**config.mk**
```make
export PLATFORM = sky130hd
export DESIGN_NAME = ps2_host_tx
export DESIGN_NICKNAME = d
export VERILOG_FILES = /design/src/rtl/ps2_pkg.sv /design/src/rtl/ps2_line_filter.sv /design/src/rtl/ps2_host_tx.sv
export SDC_FILE = /design/constraint.sdc
export NUM_CORES = 1
export LEC_CHECK = 0
export ABC_CLOCK_PERIOD_IN_PS = 4600
export CORE_MARGIN = 3
export CORE_UTILIZATION = 40
export DETAILED_ROUTE_END_ITERATION = 10
export PLACE_DENSITY = 0.59
export SYNTH_ARGS = -nofsm -noshare
export SYNTH_HDL_FRONTEND = slang
export SYNTH_SLANG_ARGS = --single-unit
```
**constraint.sdc**
```tcl
create_clock -name i_clk -period 4.6 [get_ports i_clk]
set_input_delay 0.69 -clock i_clk [delete_from_list [all_inputs] [get_ports i_clk]]
set_output_delay 0.69 -clock i_clk [all_outputs]
set_load 0.03 [all_outputs]
```
**src/rtl/ps2_pkg.sv**
```systemverilog
// Shared types and constants for the PS/2 host transmitter and its line conditioning.
package ps2_pkg;

  typedef enum logic [2:0] {
    IDLE,
    INHIBIT,
    REQ,
    XFER,
    ACK,
    WAIT_IDLE
  } state_e;

  localparam logic [1:0] ERR_NONE    = 2'b00;
  localparam logic [1:0] ERR_TIMEOUT = 2'b01;
  localparam logic [1:0] ERR_NOACK   = 2'b10;

  localparam int unsigned FRAME_LEN = 11;

  // {stop, odd parity, data, start}, shifted out LSB first
  function automatic logic [FRAME_LEN-1:0] build_frame(input logic [7:0] data);
    return {1'b1, ~^data, data, 1'b0};
  endfunction

endpackage

```
**src/rtl/ps2_line_filter.sv**
```systemverilog
// PS/2 line conditioning: 2-flop synchronizers on clock and data, debounce on clock,
// and a one-cycle strobe on each accepted falling edge of the clock.
module ps2_line_filter #(
  parameter int unsigned FILTER_LEN = 8
) (
  input  logic i_clk,
  input  logic i_rst,
  input  logic i_clk_in,
  input  logic i_data_in,
  output logic o_clk_filt,
  output logic o_clk_fe,
  output logic o_data_sync
);

  localparam int unsigned CW = (FILTER_LEN > 1) ? $clog2(FILTER_LEN) : 1;
  localparam logic [CW-1:0] CNT_LAST = CW'(FILTER_LEN - 1);

  logic [1:0]    r_clk_sync;
  logic [1:0]    r_data_sync;
  logic          r_filt;
  logic          r_fe;
  logic [CW-1:0] r_cnt;
  logic          w_clk_s;

  assign w_clk_s = r_clk_sync[1];

  always_ff @(posedge i_clk) begin
    if (!i_rst) begin
      r_clk_sync  <= 2'b11;
      r_data_sync <= 2'b11;
      r_filt      <= 1'b1;
      r_fe        <= 1'b0;
      r_cnt       <= '0;
    end else begin
      r_clk_sync  <= {r_clk_sync[0], i_clk_in};
      r_data_sync <= {r_data_sync[0], i_data_in};
      r_fe        <= 1'b0;
      // r_cnt counts consecutive samples disagreeing with the accepted level
      if (w_clk_s == r_filt) begin
        r_cnt <= '0;
      end else if (r_cnt == CNT_LAST) begin
        r_filt <= w_clk_s;
        r_cnt  <= '0;
        r_fe   <= ~w_clk_s;
      end else begin
        r_cnt <= r_cnt + 1'b1;
      end
    end
  end

  assign o_clk_filt  = r_filt;
  assign o_clk_fe    = r_fe;
  assign o_data_sync = r_data_sync[1];

endmodule

```
**src/rtl/ps2_host_tx.sv**
```systemverilog
// Host-to-device PS/2 transmitter: inhibit, request-to-send, clocked-out frame, ACK check,
// with timeout supervision. Line drives are open-drain enables (1 = pull low).
module ps2_host_tx
  import ps2_pkg::*;
#(
  parameter int unsigned INHIBIT_CYCLES = 12000,
  parameter int unsigned SETUP_CYCLES   = 500,
  parameter int unsigned TIMEOUT_CYCLES = 2000000,
  parameter int unsigned FILTER_LEN     = 8
) (
  input  logic       i_clk,
  input  logic       i_rst,
  input  logic       i_tx_valid,
  input  logic [7:0] i_tx_data,
  output logic       o_tx_ready,
  output logic       o_tx_busy,
  output logic       o_tx_done,
  output logic       o_tx_err,
  output logic [1:0] o_err_code,
  input  logic       i_ps2_clk_in,
  input  logic       i_ps2_data_in,
  output logic       o_ps2_clk_oe,
  output logic       o_ps2_data_oe
);

  localparam int unsigned PH_MAX = (INHIBIT_CYCLES > SETUP_CYCLES) ? INHIBIT_CYCLES : SETUP_CYCLES;
  localparam int unsigned PCW    = $clog2(PH_MAX + 1);
  localparam int unsigned TCW    = $clog2(TIMEOUT_CYCLES + 1);

  localparam logic [PCW-1:0] INH_LAST = PCW'(INHIBIT_CYCLES - 1);
  localparam logic [PCW-1:0] SET_LAST = PCW'(SETUP_CYCLES - 1);
  localparam logic [PCW-1:0] PH_SAT   = PCW'(PH_MAX);
  localparam logic [TCW-1:0] TO_MAX   = TCW'(TIMEOUT_CYCLES);
  localparam logic [3:0]     LAST_BIT = 4'(FRAME_LEN - 2);

  state_e               r_state;
  state_e               w_state_d;
  logic [PCW-1:0]       r_phase_cnt;
  logic [TCW-1:0]       r_to_cnt;
  logic [FRAME_LEN-1:0] r_shift;
  logic [3:0]           r_bits;
  logic [1:0]           r_err_code;

  logic       w_clk_filt;
  logic       w_fe;
  logic       w_data_s;
  logic       w_active;
  logic       w_timeout;
  logic       w_accept;
  logic       w_phase_clr;
  logic       w_xfer_start;
  logic       w_shift_en;
  logic       w_done;
  logic       w_err;
  logic [1:0] w_err_sel;
  logic       w_clk_oe;
  logic       w_data_oe;

  ps2_line_filter #(
    .FILTER_LEN(FILTER_LEN)
  ) u_filter (
    .i_clk      (i_clk),
    .i_rst      (i_rst),
    .i_clk_in   (i_ps2_clk_in),
    .i_data_in  (i_ps2_data_in),
    .o_clk_filt (w_clk_filt),
    .o_clk_fe   (w_fe),
    .o_data_sync(w_data_s)
  );

  assign w_active  = (r_state == XFER) || (r_state == ACK) || (r_state == WAIT_IDLE);
  assign w_timeout = (r_to_cnt == TO_MAX);

  always_comb begin
    w_state_d    = r_state;
    w_accept     = 1'b0;
    w_phase_clr  = 1'b0;
    w_xfer_start = 1'b0;
    w_shift_en   = 1'b0;
    w_done       = 1'b0;
    w_err        = 1'b0;
    w_err_sel    = ERR_NONE;
    w_clk_oe     = 1'b0;
    w_data_oe    = 1'b0;
    unique case (r_state)
      IDLE: begin
        if (i_tx_valid) begin
          w_accept  = 1'b1;
          w_state_d = INHIBIT;
        end
      end
      INHIBIT: begin
        w_clk_oe = 1'b1;
        if (r_phase_cnt == INH_LAST) begin
          w_phase_clr = 1'b1;
          w_state_d   = REQ;
        end
      end
      REQ: begin
        w_clk_oe  = 1'b1;
        w_data_oe = 1'b1;
        if (r_phase_cnt == SET_LAST) begin
          w_xfer_start = 1'b1;
          w_state_d    = XFER;
        end
      end
      XFER: begin
        w_data_oe = ~r_shift[0];
        if (w_fe) begin
          w_shift_en = 1'b1;
          if (r_bits == LAST_BIT) w_state_d = ACK;
        end
      end
      ACK: begin
        if (w_fe) begin
          if (w_data_s) begin
            w_err     = 1'b1;
            w_err_sel = ERR_NOACK;
            w_state_d = IDLE;
          end else begin
            w_state_d = WAIT_IDLE;
          end
        end
      end
      WAIT_IDLE: begin
        if (w_clk_filt && w_data_s) begin
          w_done    = 1'b1;
          w_state_d = IDLE;
        end
      end
      default: w_state_d = IDLE;
    endcase
    // Timeout overrides whatever the device-clocked states decided this cycle
    if (w_active && w_timeout) begin
      w_state_d  = IDLE;
      w_done     = 1'b0;
      w_err      = 1'b1;
      w_err_sel  = ERR_TIMEOUT;
      w_clk_oe   = 1'b0;
      w_data_oe  = 1'b0;
      w_shift_en = 1'b0;
    end
  end

  always_ff @(posedge i_clk) begin
    if (!i_rst) begin
      r_state     <= IDLE;
      r_phase_cnt <= '0;
      r_to_cnt    <= '0;
      r_shift     <= '1;
      r_bits      <= '0;
      r_err_code  <= ERR_NONE;
    end else begin
      r_state <= w_state_d;

      if (w_accept || w_phase_clr) begin
        r_phase_cnt <= '0;
      end else if ((r_state == INHIBIT || r_state == REQ) && r_phase_cnt != PH_SAT) begin
        r_phase_cnt <= r_phase_cnt + 1'b1;
      end

      if (w_xfer_start || w_fe) begin
        r_to_cnt <= '0;
      end else if (w_active && r_to_cnt != TO_MAX) begin
        r_to_cnt <= r_to_cnt + 1'b1;
      end

      if (w_accept) begin
        r_shift <= build_frame(i_tx_data);
      end else if (w_shift_en) begin
        r_shift <= {1'b1, r_shift[FRAME_LEN-1:1]};
      end

      if (w_xfer_start) begin
        r_bits <= '0;
      end else if (w_shift_en && r_bits != 4'hF) begin
        r_bits <= r_bits + 1'b1;
      end

      if (w_err) r_err_code <= w_err_sel;
    end
  end

  assign o_tx_ready    = (r_state == IDLE);
  assign o_tx_busy     = (r_state != IDLE);
  assign o_tx_done     = w_done;
  assign o_tx_err      = w_err;
  assign o_err_code    = w_err ? w_err_sel : r_err_code;
  assign o_ps2_clk_oe  = w_clk_oe;
  assign o_ps2_data_oe = w_data_oe;

endmodule

```
Yosys cells after proc, flatten, opt, wreduce, memory -nomap -nowiden
Index checks and enable logic that the tools add are counted.

word-level totals
  register bits after elaboration = 63
  bits in latches = 0
  RAM bits = 0
  memory bits (read-only) = 0
  input bits = 13
  output and inout port bits = 8
  logic and storage cells = 100
  memories = 0

cells by class
  add/sub/neg operators = 4
  multipliers = 0
  div/mod/pow operators = 0
  magnitude comparators = 0
  eq/ne operators = 21
  shifts and indexed selects = 0
  muxes and demuxes = 36
  bitwise logic cells = 5
  reductions and logical operators = 23

operators by type and width
  cell                                             count
  two-way mux 3 bit                                8
  adder 21 x 1 -> 21 bit (second input constant)   1
  == test 21 bit (second input constant)           1
  != test 21 bit (second input constant)           1
  two-way mux 10 bit                               2
  two-way mux 1 bit                                19
  case mux 3 bit (6 select lines)                  1
  adder 14 x 1 -> 14 bit (second input constant)   1
  == test 14 bit (second input constant)           1
  == test 14 x 9 -> 1 bit (second input constant)  1
  != test 14 bit (second input constant)           1
  two-way mux 2 bit                                5
  OR reduction 2 bit                               5
  == test 3 bit (second input constant)            3
  != test 2 x 1 -> 1 bit (second input constant)   4
  XNOR reduction 8 bit                             1
  AND reduction 7 bit                              1
  == test 3 x 2 -> 1 bit (second input constant)   2
  != test 2 bit (second input constant)            3
  OR reduction 3 bit                               2
  logical AND 1 bit                                5
  logical OR 1 bit                                 5
  NOT 1 bit                                        5
  adder 4 x 1 -> 4 bit (second input constant)     1
  10 further kinds                                 10

Depth between registers and ports, before layout
Gate-level depths: netlist (run 1).

  word-level depth = 7
  depth in mapped cells = 8
  gate-level depth less buffers = 7

Modules after synthesis
From an unflattened synthesis (run 1), not the netlist that was laid out.

second synthesis, totals
  cell total of the unflattened synthesis = 383
  area, all modules = 3300.7 um^2

by module, submodules not included
  module           instances  cells an instance  area each (um^2)  seq. area each (um^2)
  ps2_host_tx      1          360                3001.6            1081.0
  ps2_line_filter  1          23                 299.0             180.2

Worst setup path before layout (run 1)
OpenSTA, ideal clock, no wires.

  path kind = reg2out
  start = reg r_to_cnt[0]
  end = out o_tx_done
  data arrival time = 1.839 ns
  data required time = 3.910 ns
  setup slack = 2.071 ns
  stages on the path, launching flop included = 8
  path buffers = 1
  cells stage by stage = dfxtp_1 -> inv_1 -> ha_1 -> nand4b_1 -> nor2_1 -> buf_2 -> and4_1 -> nor3b_1

between the ends
  word-level cells in the longest chain between the ends = 3

ends and longest elaborated chain
  item                      line                source
  start: declaration        ps2_host_tx.sv:39   logic [TCW-1:0] r_to_cnt;
  start signal: assignment  ps2_host_tx.sv:165  r_to_cnt <= r_to_cnt + 1'b1;
  == test 21 bit            ps2_host_tx.sv:72   assign w_timeout = (r_to_cnt == TO_MAX);
  logical AND 1 bit         ps2_host_tx.sv:134  if (w_active && w_timeout) begin
  two-way mux 1 bit         ps2_host_tx.sv:134
  end: declaration          ps2_host_tx.sv:17   output logic o_tx_done,

Every way passes these cells.

Final worst setup path (run 1)
  start = reg r_to_cnt[11]
  end = out o_tx_err

between the ends
  word-level cells in the longest chain between the ends = 3

ends and longest elaborated chain
  item               line                source
  == test 21 bit     ps2_host_tx.sv:72
  logical AND 1 bit  ps2_host_tx.sv:134
  two-way mux 1 bit  ps2_host_tx.sv:134
  end: declaration   ps2_host_tx.sv:18   output logic o_tx_err,

Every way passes these cells.

==> results.toml, run 1 <==
[status]
outcome = "finished clean"

[setup_path]
timing.rr.end = "r_to_cnt[6]"
crit_path_end_kind = "output pin"
regToRegSetupSlack_ps = 1980
worst-path-max-fanout = 12
start_kind = "register"
crit_type = "reg2out"
r2r-start = "r_state[0]"
startpoint = "r_to_cnt[11]"
critPathCapture = "o_tx_err"
cp.arrival_ps = 2690
critPathRequiredTime_ps = 3910
worst-r2r-cell-count = 5

[placement]
dp_hpwl_um = 4570
gp_congestion = 0.783
placed_cells = 493
port_buffers = 20

[power_and_ir_drop]
power_frac_comb_pct = 24.8
seqPwrFrac_pct = 42.4
ir_drop_mv = 0.164
p_sw_w = 0.000460
pwr-share-clk_pct = 32.9
power.internal_w = 0.00100
p_leak_nw = 1.35
swShare_pct = 31.4
power_density_nw_per_um2 = 399

[synth]
yosys_warnings = 0
yosys.area_share.simple_pct = 28.0
synth_top_family_by_area = "simple AND/OR/NAND/NOR gates"
async_flop_share_pct = 0
yosysSeqAreaShare_pct = 39.1
synth_area_leaders = "dfxtp_1 39%, nor2_1 5.6%, xnor2_1 5.4%"
yosys.area.top_type_share_pct = 39.1
synth_mux_area_share_pct = 0.931
synthAdderAreaFrac_pct = 3.10
synth-seq-cells = 63
synth_cells = 385
synth_top_flop_cell = "dfxtp_1"
yosysTopAreaCell = "dfxtp_1"
syn_nets = 406
yosysUniqueCellTypes = 50
avgSynthCellArea_um2 = 8.38
synth_area_um2 = 3230
synth_edf_count = 0
synth-compound-area-share_pct = 14.0
synth-xor-area-share_pct = 9.50

[route]
detail-route-antenna-nets = 0
routed_wl_um = 6490
firstDrtPassIters = 4
drt_iter0_drc = 124
vias_per_cell = 5.23
wl_per_cell_um = 12.8
vias = 2655
drc = 0

[grt]
grt_usage_pct = 15.1
gr-total-overflow = 0
grt_max_degree = 22
grt_pass1_wl_um = 11000
antenna_found_initial = 0
grt_pass1_vias = 2427

[sta]
relSlewSlack_pct = 44.7
fin_crit_ps = 3380
period_share_pct = 73.4
hold_viol = 0
fmax_ghz = 0.296
rsz0062_at_grt = "no"
tns_ps = 0
setup_viol = 0
worstMarginPinSlew_ps = 828
slew_viol_final = 0
clock-skew-final_ps = 8.70

[die]
die_h_um = 95.8
ioPinCount = 21
core_um2 = 7770
start_util_pct = 41.5
die_w_um = 95.8
design.die.area_um2 = 9180
row_count = 32

[clock_network]
cts_resized = 0
ctsRootBufferMaster = "clkbuf_8"
cts_buffers = 9
path_clk_slew_ps = 70
cts_max_level = 3
ctsLongestPathBuffers = 2
clock_latency_ps = 330
cts_tree = "done"
holdBufCountCts = 0
cts_setup_buffers = 0
clock-sinks = 63

[final_layout]
area.growth.synth_to_final_pct = 13.9
nets = 423
drive_above_1_share_pct = 6.16
diodes = 0
final_cells = 508

[min_path]
min_path_type = "reg2reg"

[job]
maxCapViolCount = 0
-- per-stage QoR --
step / total power [W] / hold WS [ps] / setup slack [ps] / area [µm²] / utilization (%)
2_1_floorplan: 0.000900 / 386 / 2070 / 3230 / -
3_3_place_gp: 0.000997 / 394 / 1600 / 3480 / 44.7
3_5_place_dp: 0.000995 / 403 / 1580 / 3480 / 44.7
4_1_cts: 0.00148 / 420 / 1210 / 3670 / 47.3
5_1_grt: 0.00155 / 428 / 1120 / 3670 / 47.3
6_report: 0.00146 / 415 / 1220 / 3670 / 47.3
-- power by group through the flow --
stage,logic (W),clock network (W),registers [W]
global placement,0.000364,0,0.000632
global route,0.000410,0.000516,0.000628
floorplan,0.000294,0,0.000606
finish,0.000363,0.000482,0.000620
detailed placement,0.000364,0,0.000631
CTS,0.000366,0.000490,0.000620
-- sequential cells by signal, indices dropped and copies added, names as in the netlist --
name and cells:
u_filter.o_clk_fe 1, u_filter.o_clk_filt 1, u_filter.r_cnt 3, r_shift 10
u_filter.r_clk_sync 2, r_to_cnt 21, r_bits 4, r_err_code 2
r_state 3, u_filter.r_data_sync 2, r_phase_cnt 14
-- final cells by class --
cell class	count	area, µm²
clock buffers	12	155
clock inverters	3	42.5
fillers	772	4090
inverters	21	78.8
multi-input cells	285	1790
flip-flops and latches	63	1260
well taps	102	128
repair buffers	22	215
-- cell families after synthesis --
| kind of cell | after synthesis |
|---|---|
| AOI/OAI and AO/OA | 66 |
| xor gates and xnor gates | 35 |
| adders and majority gates | 8 |
| buffers and inverters | 37 |
| DFF | 63 |
| muxes | 3 |
| and+or+nand+nor | 173 |
-- cell usage after synthesis (3+ instances only) --
| master | count |
|---|---|
| dfxtp_1 | 63 |
| nor2_1 | 48 |
| nand2_1 | 32 |
| inv_1 | 21 |
| nand3_1 | 21 |
| xnor2_1 | 20 |
| a211oi_1 | 17 |
| a21oi_1 | 15 |
| xor2_1 | 15 |
| o21ai_0 | 13 |
| nor3_1 | 10 |
| ha_1 | 8 |
| nand2b_1 | 7 |
| nand4_1 | 7 |
| nor4_1 | 7 |
| or3_1 | 7 |
| or4_1 | 7 |
| buf_2 | 5 |
| buf_4 | 5 |
| clkbuf_1 | 5 |
| a21o_1 | 4 |
| and2_1 | 4 |
| o31ai_1 | 4 |
| and3_1 | 3 |
| and4_1 | 3 |
| mux2i_1 | 3 |
| nor4b_1 | 3 |
-- layer usage --
metal  share of wire, %  wire (µm)  track usage (%)
met1                 52       3340             20.7
met2                 44       2850             23.0
met3                3.5        224             3.99
met4                1.1         72             4.98
met5                  0          0                0
-- critical path, cell delays in order, from the launching register on --
cell	delay, ps
dfxtp_1	350
or4_1	530
nor2_1	100
buf_4	190
and4_1	320
nand2_1	120
nand2_1	80
clkdlybuf4s50_1	660
-- worst min path at each step --
stage	start	to	slack (ps)	cells after the start
after floorplan	u_filter.r_clk_sync[0]	u_filter.r_clk_sync[1]	390	1
after global placement	u_filter.r_clk_sync[0]	u_filter.r_clk_sync[1]	390	1
after detailed placement	u_filter.r_clk_sync[0]	u_filter.r_clk_sync[1]	400	1
after CTS	u_filter.r_clk_sync[0]	u_filter.r_clk_sync[1]	420	1
after global routing	u_filter.r_clk_sync[0]	u_filter.r_clk_sync[1]	430	1
final	u_filter.r_clk_sync[0]	u_filter.r_clk_sync[1]	420	1
-- placed cells by master, fill, tap and decap left out, types with 10 or more instances in the layout --
cell type / count
nand3_1: 21
nand2_1: 32
clkdlybuf4s50_1: 20
inv_1: 21
a21oi_1: 15
xor2_1: 15
nor2_1: 48
xnor2_1: 20
nor3_1: 10
o21ai_0: 13
dfxtp_1: 63
a211oi_1: 17
clkbuf_8: 11
Power figures use the tool's default switching activity.
==> run 2, diff against run 1 <==
--- a/config.mk
+++ b/config.mk
@@ -5,7 +5,7 @@
 export SDC_FILE = /design/constraint.sdc
 export NUM_CORES = 1
 export LEC_CHECK = 0
-export ABC_CLOCK_PERIOD_IN_PS = 4600
+export ABC_CLOCK_PERIOD_IN_PS = 3250
 export CORE_MARGIN = 3
 export CORE_UTILIZATION = 40
 export DETAILED_ROUTE_END_ITERATION = 10
==> constraint.sdc (replaced) <==
create_clock -name i_clk -period 3.25 [get_ports i_clk]
set_input_delay 0.4875 -clock i_clk [delete_from_list [all_inputs] [get_ports i_clk]]
set_output_delay 0.4875 -clock i_clk [all_outputs]
set_load 0.03 [all_outputs]
==> results.toml, run 2 (synthesis results as in run 1) <==
[sta]
period_share_pct = 93.5
rsz0062_at_grt = "no"
setup_viol = 0
relSlewSlack_pct = 40.0
fin_crit_ps = 3040
hold_viol = 0
tns_ps = 0
worstMarginPinSlew_ps = 892
whs_ps = 410
slew_viol_final = 0
fmax_ghz = 0.329
clock-skew-final_ps = 10.7

[clock_network]
holdBufCountCts = 0
clock-sinks = 63
ctsRootBufferMaster = "clkbuf_8"
cts_setup_buffers = 0
cts_tree = "done"
cts_buffers = 9
clock_latency_ps = 340
cts_max_level = 3
cts_resized = 0
ctsLongestPathBuffers = 2
path_clk_slew_ps = 70

[power_and_ir_drop]
power_density_nw_per_um2 = 594
pwr-share-clk_pct = 37.0
swShare_pct = 30.6
seqPwrFrac_pct = 39.6
power.internal_w = 0.00154
p_leak_nw = 1.39
ir_drop_mv = 0.320
p_sw_w = 0.000680
power_frac_comb_pct = 23.4
fin_total_pwr_w = 0.00222

[setup_path]
cpPeakStageDelay_ps = 670
cp_common_cell = "nand2_1"
start_kind = "register"
startpoint = "r_to_cnt[11]"
r2r-start = "r_state[0]"
crit_family = "simple AND/OR/NAND/NOR gates"
crit_path_end_kind = "output pin"
critPathRequiredTime_ps = 2760
path_cells = "or4_1 > nor2_1 > and4_1 > nand2_1 > nand2_1 > clkdlybuf4s50_1"
worst-path-max-fanout = 5
crit_buf_inv = 1
cp.arrival_ps = 2550
crit_type = "reg2out"
critPathSlowestCell = "clkdlybuf4s50_1"

[route]
drc = 0
vias_per_cell = 5.23
detail-route-antenna-nets = 0
routed_wl_um = 6820
drt_iter0_drc = 206
wl_per_cell_um = 13.3
firstDrtPassIters = 4
vias = 2680

[grt]
grt_max_degree = 20
grt_pass1_wl_um = 11700
grt_pass1_vias = 2527
antenna_found_initial = 0
grt_usage_pct = 16.2
gr-total-overflow = 0

[die]
start_util_pct = 41.5
row_count = 32
design.die.area_um2 = 9180
die_h_um = 95.8
die_w_um = 95.8
ioPinCount = 21
core_um2 = 7770

[final_layout]
top_regs = "r_to_cnt: 21 flops, r_phase_cnt: 14 flops, r_shift: 10 flops"
diodes = 0
top_register = "r_to_cnt"
postLayoutCoreUtil_pct = 48.1
nets = 426
largest_reg_flops = 21
drive_above_1_share_pct = 7.07
final_common_cell = "dfxtp_1"
fillers = 798
final_cell_mix = "63 x dfxtp_1, 48 x nor2_1, 32 x nand2_1, 21 x inv_1, 21 x nand3_1"
area.growth.synth_to_final_pct = 15.8
final_cells = 512

[placement]
gp_congestion = 0.809
placed_cells = 496
dp_hpwl_um = 4760
port_buffers = 20

[job]
maxCapViolCount = 0

[status]
outcome = "finished clean"

[min_path]
hold_start = "u_filter.r_clk_sync[0]"
min_path_type = "reg2reg"
## run 2: changes by cell type in the layout (fill, tap and decap cells not counted), sizes merged
cell / before / now
buf: 2 / 5
bufinv: 1 / 3
clkbuf: 12 / 10
clkinv: 1 / 3
clkinvlp: 1 / 0
## run 2: worst paths after layout
path                                                to  slack, ps  cells after the start
worst max-delay path                          o_tx_err        210                      6
worst max register to register             r_to_cnt[6]        960                      7
worst min register to register  u_filter.r_clk_sync[1]        410                      1
worst min-delay path            u_filter.r_clk_sync[1]        410                      1
## run 2: stage by stage
stage	instance area (µm²)	setup WS, ps
4_1_cts	3730	192
3_5_place_dp	3500	564
5_1_grt	3730	103
2_1_floorplan	3230	923
3_3_place_gp	3500	607
6_report	3730	211
## run 2: routing by layer
metal | vias to the layer above | global-route usage, % | wire length [µm]
li1 | 1398 | - | -
met3 | 8 | 3.75 | 225
met2 | 35 | 25.7 | 3060
met4 | 0 | 7.11 | 120
met1 | 1239 | 21.0 | 3410
met5 | - | 0 | 0
## run 2: cell type report
cell class	count	area [µm²]	share of cell area [%]
clock inverter	6	109	2.91
tap	102	128	3.42
sequential	63	1260	33.8
timing repair buffer	25	238	6.37
multi-input combinational	285	1790	48.0
clock buffer	10	128	3.42
inverter	21	78.8	2.11
## run 2: worst register-to-register path: cells and delay by family, from the launching register on
kind                   cells  cell delay [ps]
AO/OA/AOI/OAI              1              270
AND/OR/NAND/NOR            4              950
flip-flops                 1              640
buffers and inverters      2              380
## run 2: power groups by stage
stage | registers [W] | clock network (W) | logic (W)
floorplan | 0.000857 | 0 | 0.000416
global placement | 0.000894 | 0 | 0.000516
detailed placement | 0.000895 | 0 | 0.000525
CTS | 0.000878 | 0.000843 | 0.000527
global route | 0.000889 | 0.000874 | 0.000581
finish | 0.000879 | 0.000821 | 0.000520
==> run 3, diff against run 2 <==
--- a/config.mk
+++ b/config.mk
@@ -10,6 +10,7 @@
 export CORE_UTILIZATION = 40
 export DETAILED_ROUTE_END_ITERATION = 10
 export PLACE_DENSITY = 0.59
+export SLEW_MARGIN = 20
 export SYNTH_ARGS = -nofsm -noshare
 export SYNTH_HDL_FRONTEND = slang
 export SYNTH_SLANG_ARGS = --single-unit
==> results of run 3 <==
Final layout, timing and power as in run 2 (identical DEF).
